===== src/rtl/mux_arbiter_pkg.sv =====
// Shared types and constants for the three-requester mux arbiter.
package mux_arbiter_pkg;

   // Number of requesters (req[0] is requester 1)
   localparam int unsigned NREQ         = 3;
   // Default for the per-grant hold limit, legal range 1..15
   localparam int unsigned MAX_HOLD_DEF = 4;
   // Hold counter width; holds values up to 15
   localparam int unsigned CNT_W        = 4;
   // Round-robin pointer width; stores the index (0..NREQ-1) of the last owner
   localparam int unsigned PTR_W        = 2;

   typedef enum logic {
      IDLE  = 1'b0,
      GRANT = 1'b1
   } state_e;

   // Index of the set bit in a one-hot requester vector (0 when none set)
   function automatic logic [PTR_W-1:0] oh2idx(input logic [NREQ-1:0] oh);
      logic [PTR_W-1:0] idx;
      idx = '0;
      for (int unsigned i = 0; i < NREQ; i++) begin
         if (oh[i]) begin
            idx = PTR_W'(i);
         end
      end
      return idx;
   endfunction

endpackage


===== src/rtl/mux_arbiter_rr_pick.sv =====
// Combinational winner picker: starting at the requester after i_ptr and wrapping,
// returns the first requesting bit as a one-hot vector (zero if nothing requests).
// With i_ptr fixed at NREQ-1 this degenerates to fixed priority 1 > 2 > 3.
module rr_pick
   import mux_arbiter_pkg::*;
(
   input  logic [NREQ-1:0]  i_req,
   input  logic [PTR_W-1:0] i_ptr,
   output logic [NREQ-1:0]  o_win
);

   logic [PTR_W-1:0] w_idx;
   logic             w_found;

   // Walk the requesters in round-robin order from the pointer, keep the first hit
   always_comb begin
      o_win   = '0;
      w_found = 1'b0;
      w_idx   = '0;
      for (int unsigned k = 1; k <= NREQ; k++) begin
         w_idx = PTR_W'((32'(i_ptr) + k) % NREQ);
         if (!w_found && i_req[w_idx]) begin
            o_win[w_idx] = 1'b1;
            w_found      = 1'b1;
         end
      end
   end

endmodule


===== src/rtl/mux_arbiter.sv =====
// Three-requester arbiter with a registered data mux.
// A grant is held while its owner keeps requesting, for at most MAX_HOLD cycles;
// on release the next winner is granted on the following edge without an idle gap,
// the current owner being excluded whenever anyone else is requesting.
// Data of the granted requester appears on mux_op one cycle after its grant.
//
// Build option: define MUX_ARBITER_RR_EN for round-robin selection (search starts
// after the last owner). Without it selection is fixed priority 1 > 2 > 3 and the
// pointer register is not built.
module mux_arbiter
   import mux_arbiter_pkg::*;
#(
   parameter int unsigned DW       = 4,
   // Legal range 1..15 (the hold counter is CNT_W bits wide)
   parameter int unsigned MAX_HOLD = MAX_HOLD_DEF
) (
   input  logic            clock,
   input  logic            reset,
   input  logic [NREQ-1:0] req,
   input  logic [DW-1:0]   ip1,
   input  logic [DW-1:0]   ip2,
   input  logic [DW-1:0]   ip3,
   output logic [NREQ-1:0] gnt,
   output logic [DW-1:0]   mux_op,
   output logic            op_valid
);

   // Counter value on the last permitted grant cycle
   localparam logic [CNT_W-1:0] HOLD_LAST = CNT_W'(MAX_HOLD - 1);

   state_e           r_state;
   logic [NREQ-1:0]  r_gnt;
   logic [CNT_W-1:0] r_cnt;
   logic [DW-1:0]    r_op;
   logic             r_valid;

   logic [NREQ-1:0]  w_cand;
   logic [NREQ-1:0]  w_win;
   logic             w_release;
   logic [PTR_W-1:0] w_ptr;

`ifdef MUX_ARBITER_RR_EN
   logic [PTR_W-1:0] r_ptr;
   assign w_ptr = r_ptr;
`else
   // Pointer pinned to the last requester, so the search always starts at requester 1
   assign w_ptr = PTR_W'(NREQ - 1);
`endif

   // Candidates exclude the current owner; in IDLE r_gnt is zero so all requests compete
   assign w_cand    = req & ~r_gnt;
   // Owner stopped requesting, or it has used its full hold allowance
   assign w_release = ((req & r_gnt) == '0) || (r_cnt == HOLD_LAST);

   rr_pick u_pick (
      .i_req (w_cand),
      .i_ptr (w_ptr),
      .o_win (w_win)
   );

   // Arbitration FSM: state, registered grant, hold counter and round-robin pointer
   always_ff @(posedge clock) begin
      if (reset) begin
         r_state <= IDLE;
         r_gnt   <= '0;
         r_cnt   <= '0;
`ifdef MUX_ARBITER_RR_EN
         r_ptr   <= PTR_W'(NREQ - 1);
`endif
      end else begin
         case (r_state)
            IDLE: begin
               if (req != '0) begin
                  r_state <= GRANT;
                  r_gnt   <= w_win;
                  r_cnt   <= '0;
`ifdef MUX_ARBITER_RR_EN
                  r_ptr   <= oh2idx(w_win);
`endif
               end
            end
            GRANT: begin
               if (w_release) begin
                  r_cnt <= '0;
                  if (w_cand != '0) begin
                     // Hand over directly to the next winner, no idle cycle
                     r_gnt <= w_win;
`ifdef MUX_ARBITER_RR_EN
                     r_ptr <= oh2idx(w_win);
`endif
                  end else begin
                     // Only the owner (or nobody) wants the bus: drop for one cycle
                     r_state <= IDLE;
                     r_gnt   <= '0;
                  end
               end else begin
                  r_cnt <= r_cnt + CNT_W'(1);
               end
            end
            default: begin
               r_state <= IDLE;
               r_gnt   <= '0;
               r_cnt   <= '0;
            end
         endcase
      end
   end

   // Output data register: capture the owner's input on every cycle it holds the grant
   always_ff @(posedge clock) begin
      if (reset) begin
         r_op    <= '0;
         r_valid <= 1'b0;
      end else begin
         r_valid <= (r_gnt != '0);
         unique case (r_gnt)
            3'b001:  r_op <= ip1;
            3'b010:  r_op <= ip2;
            3'b100:  r_op <= ip3;
            default: r_op <= r_op;
         endcase
      end
   end

   assign gnt      = r_gnt;
   assign mux_op   = r_op;
   assign op_valid = r_valid;

   // Grant is never more than one-hot
   a_gnt_onehot0: assert property (@(posedge clock) $onehot0(gnt));

   // A grant is only ever given to (or kept by) a requester that was requesting
   a_gnt_had_req: assert property (@(posedge clock)
      !reset |=> ((gnt & ~$past(req)) == '0));

   // Each grant cycle is followed by the owner's data with op_valid set
   a_data_ip1: assert property (@(posedge clock)
      (!reset && gnt[0]) |=> (op_valid && mux_op == $past(ip1)));
   a_data_ip2: assert property (@(posedge clock)
      (!reset && gnt[1]) |=> (op_valid && mux_op == $past(ip2)));
   a_data_ip3: assert property (@(posedge clock)
      (!reset && gnt[2]) |=> (op_valid && mux_op == $past(ip3)));

endmodule


===== config.mk =====
export PLATFORM = sky130hd
export DESIGN_NAME = mux_arbiter
export DESIGN_NICKNAME = d
export VERILOG_FILES = /design/src/rtl/mux_arbiter_pkg.sv /design/src/rtl/mux_arbiter_rr_pick.sv /design/src/rtl/mux_arbiter.sv
export SDC_FILE = /design/constraint.sdc
export NUM_CORES = 1
export LEC_CHECK = 0
export CAP_MARGIN = 20
export CORE_MARGIN = 3
export CORE_UTILIZATION = 35
export CTS_CLUSTER_DIAMETER = 50
export CTS_CLUSTER_SIZE = 25
export DETAILED_ROUTE_END_ITERATION = 8
export PLACE_DENSITY = 0.67
export SLEW_MARGIN = 40
export SYNTH_ARGS = -nofsm -noshare
export SYNTH_HDL_FRONTEND = slang
export SYNTH_SLANG_ARGS = --single-unit

===== constraint.sdc =====
create_clock -name clock -period 1.7 [get_ports clock]
set_clock_uncertainty 0.1 [all_clocks]
set_input_delay 0.425 -clock clock [delete_from_list [all_inputs] [get_ports clock]]
set_output_delay 0.425 -clock clock [all_outputs]
set_load 0.02 [all_outputs]

==> run_results.csv <==
group,metric,value,unit
timing,hold_viol_final,0,
yosys,synth_area_leader_cell,"dfxtp_1",
yosys,netlist_instances,82,
worst_setup_path,worstSetupStartpointType,"input pin",
global_route,grt_pass1_vias,667,
finish,drive_above_1_share,0.289,
yosys,synth-main-ff-cell,"dfxtp_1",
yosys,netlist_area,742,µm²
global_route,grt_pass1_wl,2.97,mm
die,pin_count,25,
global_route,grt_max_degree,11,
die,initial_utilization,0.374,
finish,fin_util,0.574,
die,die_area,0.00271,mm²
yosys,synth.most_common_cell,"dfxtp_1",
yosys,synth-seq-area-share,0.351,
place,port-buffer-count,24,
worst_setup_path,worst_r2r_startpoint,"r_cnt[0]",
finish,fin_cells,148,
timing,whs,432,ps
worst_setup_path,arrival,1760,ps
timing,rsz0062_at_grt,"false",
yosys,yosys_warnings,0,
worst_setup_path,worstSetupPathType,"in2reg",
clocking,cts-root-buf,"clkbuf_4",
timing,worst_slack,36.0,ps
timing,fin_crit_sh,0.979,
clocking,insertion_delay,270,ps
global_route,grt.total_usage,0.147,
drt,viasPerCell,5.11,
finish,fillers,209,
place,post-place-cells,143,
worst_setup_path,r2r_end,"r_cnt[2]",
yosys,ys_top_cells_by_count,"13 x dfxtp_1, 7 x inv_1, 6 x a21oi_1",
place,place_area,0.00110,mm²
min_path,hold_class,"reg2reg",
yosys,synth_top_area_frac,0.351,
timing,setup_violations,0,
yosys,synthTopCellsByArea,"dfxtp_1 35%, o221a_2 6.1%, o22a_1 4.7%",
clocking,cts.clk_slew.worst_paths,80,ps
clocking,cts.hold.buffers_added,0,
worst_setup_path,reg2reg_depth,4,
drt,dr_total_vias,756,
worst_setup_path,rrSetupSlack,50,ps
die,die_w,52.0,µm
finish,antenna_cells,0,
power_and_ir_drop,p_total,0.759,mW
yosys,synth-seq-cells,13,
place,pre_cts_slack,-491,ps
timing,slew_viol_final,0,
finish,layout.nets,140,
drt,drtAntennaViolNets,0,
run,max_cap_violations,0,
global_route,antenna_found_initial,0,
die,core_area,0.00198,mm²
timing,fin_tns_setup,0,ps
worst_setup_path,crit_path_end_kind,"flop",
clocking,clock_path_buffers,2,
place,gp_congestion,0.713,
drt,drt-pass1-iter-count,4,
yosys,syn-num-nets,100,
yosys,ys_types,32,
drt,drc,0,
power_and_ir_drop,powerDensity,668,mW/mm²
global_route,grt_overflow,0,
clocking,cts-htree-levels,1,
timing,period_needed,1660,ps
timing,slew_headroom,0.769,
timing,max_freq,601,MHz
worst_setup_path,critPathCapture,"r_cnt[2]",
drt,wirelength,1.86,mm
power_and_ir_drop,power_leakage,0.470,nW
clocking,cts_tree,"yes",
timing,tightestPinTransition,345,ps
clocking,cts-buffers-inserted,3,
power_and_ir_drop,worst_ir_drop_vdd,0.345,mV
place,hpwl,1.39,mm
yosys,avgSynthCellArea,9.05,µm²
yosys,async_reset_ff_frac,0,
drt,wl_per_cell,12.6,µm
worst_setup_path,startpoint,"req[0]",
die,die_h,52.0,µm
worst_setup_path,worstPathMaxFanout,7,
die,rows,16,
drt,dr.first_iter.drc_count,13,
yosys,synth_edf_count,0,
finish,fin_area,0.00114,mm²
finish,area_delta_synth_final,53.3,%
clocking,cts.sinks,13,
run_status,outcome,"completed",
worst_setup_path,cp.required,1800,ps
[where the power goes]
| part | internal [mW] | switching, mW | total (mW) |
|---|---|---|---|
| Sequential | 0.329 | 0.0146 | 0.343 |
| Combinational | 0.124 | 0.102 | 0.225 |
| Clock | 0.0906 | 0.100 | 0.191 |
[cells in the final DEF (no fill, tap or decap), types with 5 or more instances in the layout]
master and instances:
dfxtp_1 9, clkdlybuf4s50_1 13, dlygate4sd2_1 11, buf_4 15, inv_1 7, nand2b_1 5, a21oi_1 6
[timing repair]
item | 4_1_cts | 5_1_grt
buffers inserted | 1 | 0
pin swaps | 1 | 1
resized for setup | 12 | 4
setup endpoints to repair | 15 | 3
hold endpoints to repair | 0 | 0
[worst min-delay path by stage]
stage / startpoint / to / cells past startpoint
finish: mux_op[3] / mux_op[3] / 1
global route: mux_op[2] / mux_op[2] / 1
CTS: r_cnt[3] / r_cnt[3] / 2
detailed placement: r_cnt[3] / r_cnt[3] / 2
global placement: r_cnt[3] / r_cnt[3] / 2
floorplan: r_cnt[1] / r_cnt[1] / 2
[critical path, stage by stage]
cell and delay (ps):
dlygate4sd2_1 250, a222oi_1 110, buf_4 170, or4_2 640, a31oi_1 160
[per-layer routing]
| layer | vias up | global-route usage | routed length (µm) |
|---|---|---|---|
| met3 | 2 | 0.0344 | 150 |
| li1 | 385 | - | - |
| met5 | - | 0 | 0 |
| met4 | 0 | 0.0524 | 13 |
| met1 | 346 | 0.185 | 810 |
| met2 | 23 | 0.243 | 885 |
[sequential cells by signal, indices dropped and copies added, names as in the netlist]
signal / count
mux_op: 4
r_cnt: 4
gnt: 3
op_valid: 1
r_state: 1
[cell families after synthesis]
kind of cell,after synthesis,synth area share
adders and majority gates,1,0.0169
buffers and inverters,11,0.0691
DFF,13,0.351
and+or+nand+nor,32,0.277
muxes,3,0.0472
AOI/OAI and AO/OA,21,0.228
xor gates and xnor gates,1,0.0118
[layout make-up]
cell class	instances	area (µm²)	area share
tap	27	33.8	0.0297
clock buffer	4	26.3	0.0231
inverter	7	26.3	0.0231
multi-input combinational	58	444	0.391
timing repair buffer	39	339	0.298
sequential	13	268	0.235
Power figures use the tool's default switching activity.
==> edit (same settings) <==
`PTR_W`: 2 -> 1.
--- a/src/rtl/mux_arbiter_pkg.sv
+++ b/src/rtl/mux_arbiter_pkg.sv
@@ -9,5 +9,5 @@
    localparam int unsigned CNT_W        = 4;
    // Round-robin pointer width; stores the index (0..NREQ-1) of the last owner
-   localparam int unsigned PTR_W        = 2;
+   localparam int unsigned PTR_W        = 1;
 
    typedef enum logic {
Function: changed (Yosys sat finds a counterexample within 4 cycles, from zero or initial values and one cycle with reset high).
==> edit against the original RTL <==
Final cell count fell by 12%; count of clock-buffer cells in the layout did not move; register-to-register slack improved by 40 ps; routed wire length fell by 19%; sequential share of layout area rose by 0.62 points; final area fell by 12%; global-route usage fell by 1.6 points; synthesized area fell by 7.6%; core utilization fell by 1.0 points; setup slack improved by 23 ps; via count fell by 16%; sequential cell count fell by 1; power fell by 3.1%; critical endpoint is now r_cnt[0]; highest routed layer unchanged.
==> edit: results (changes against the original RTL) <==
- Status: finished, final reports clean
- Placed instance count: 126 (-12%)
- DR top layer: met4
- Port Buf Inserts: 19 (-21%)
- Wire length per cell: 11.63 um (-7.4%)
- Area share of buffers outside the clock network: 27.02% (-2.8 points)
- Clock Power: 231 uW (+21%)
- Met3 WL: 111 um (-26%)
- Synth Register Bits: 12 (-1)
- DR vias/cell: 4.892 (-4.2%)
- R2r setup slk: 90 ps (+40 ps)
- Combinational share of power: 25.8% (-3.9 points)
- Worst hold endpoint: r_cnt[0]
- Synth top cells by count: dfxtp_1, nand2_1, nor2_1
- Final Hold Slack: 372.9 ps (-59.43 ps)
- 1st-iter DRT viols: 11 (-2)
- Syn nets: 95 (-5.0%)
- Placed cell area: 970.9 um2 (-12%)
- WHS Path Cells: 2 (+1)
- Layout cells sized above 1: 21.90% (-7.0 points)
- DR WL met2: 662 um (-25%)
- Area of the multi-input gates: 411.6 um2 (-7.3%)
- CP peak stage delay: 570 ps (-70 ps)
- Dpl ws: -227.4 ps (+263.5 ps)
- Register Area: 242.7 um2 (-9.3%)
- PnR worst setup slack: 59.32 ps (+23.34 ps)
- Peak VDD IR: 0.0004348 V (+26%)
- Register area share after synthesis: 35.04% (-0.039 points)
- Reg2Reg Capture Point: r_state
- First-pass GRT wire length: 2546 um (-14%)
- Vias in the first global route: 624 (-6.4%)
- Top post-synthesis cells by area: dfxtp_1, mux2i_1, ha_1
- CP max FO: 4 (-3)
- Syn Inst Count: 75 (-8.5%)
- Critical path arrival: 1740 ps (-20 ps)
- Final-layout clock-cell area share: 3.611% (+1.3 points)
- Routability Congestion: 0.7296 (+2.3%)
- Bufs w/o clock: 31 (-21%)
- Fillers: 169 (-19%)
- Number of non-clock inverters in the layout: 3 (-4)
- Sw Pwr: 207.6 uW (-4.0%)
- M3 GR Usage: 3.858% (+0.42 points)
- Layout multi-input combinational cell count: 55 (-5.2%)
- # setup viols final: 0 (unchanged)
- Global Route Usage Sum: 13.09% (-1.6 points)
- Routed via count: 636 (-16%)
- Power Density: 732.3 nW/um2 (+9.7%)
- Largest net degree at the start of global routing: 9 (-2)
- Row cnt: 15 (-1)
- Design Power: 735.8 uW (-3.1%)
- Met1 GRT Util: 16.55% (-1.9 points)
edit: changes by cell type after synthesis, moves of 4 or more:
cell      delta
nand4_1      +4
or4_2        -4
o221a_2      -4
inv_1        -4
a21oi_1      -4
o22a_1       -4
nand2b_1     -4
a211oi_1     +4
edit: worst max-delay path by stage:
stage	start	endpoint
after CTS	r_cnt[0]	r_state
final	req[0]	r_cnt[0]
after global routing	req[0]	r_cnt[0]
after floorplan	r_cnt[0]	r_state
after detailed placement	req[0]	r_cnt[0]
after global placement	req[0]	r_cnt[0]
edit: cells by family after synthesis:
kind of cell	synth area share, %
AO/OA/AOI/OAI	18.25
buffers and inverters	5.474
multiplexers	5.840
other	0.5469
adder cells (fa/ha/maj)	5.475
AND/OR/NAND/NOR	29.38
flip-flops	35.04
edit: what timing repair did:
| item | CTS | global route |
|---|---|---|
| buffers inserted | 0 | 0 |
| resized for setup | 7 | 4 |
| endpoints found under the setup margin | 7 | 3 |
| cloned | 0 | 0 |
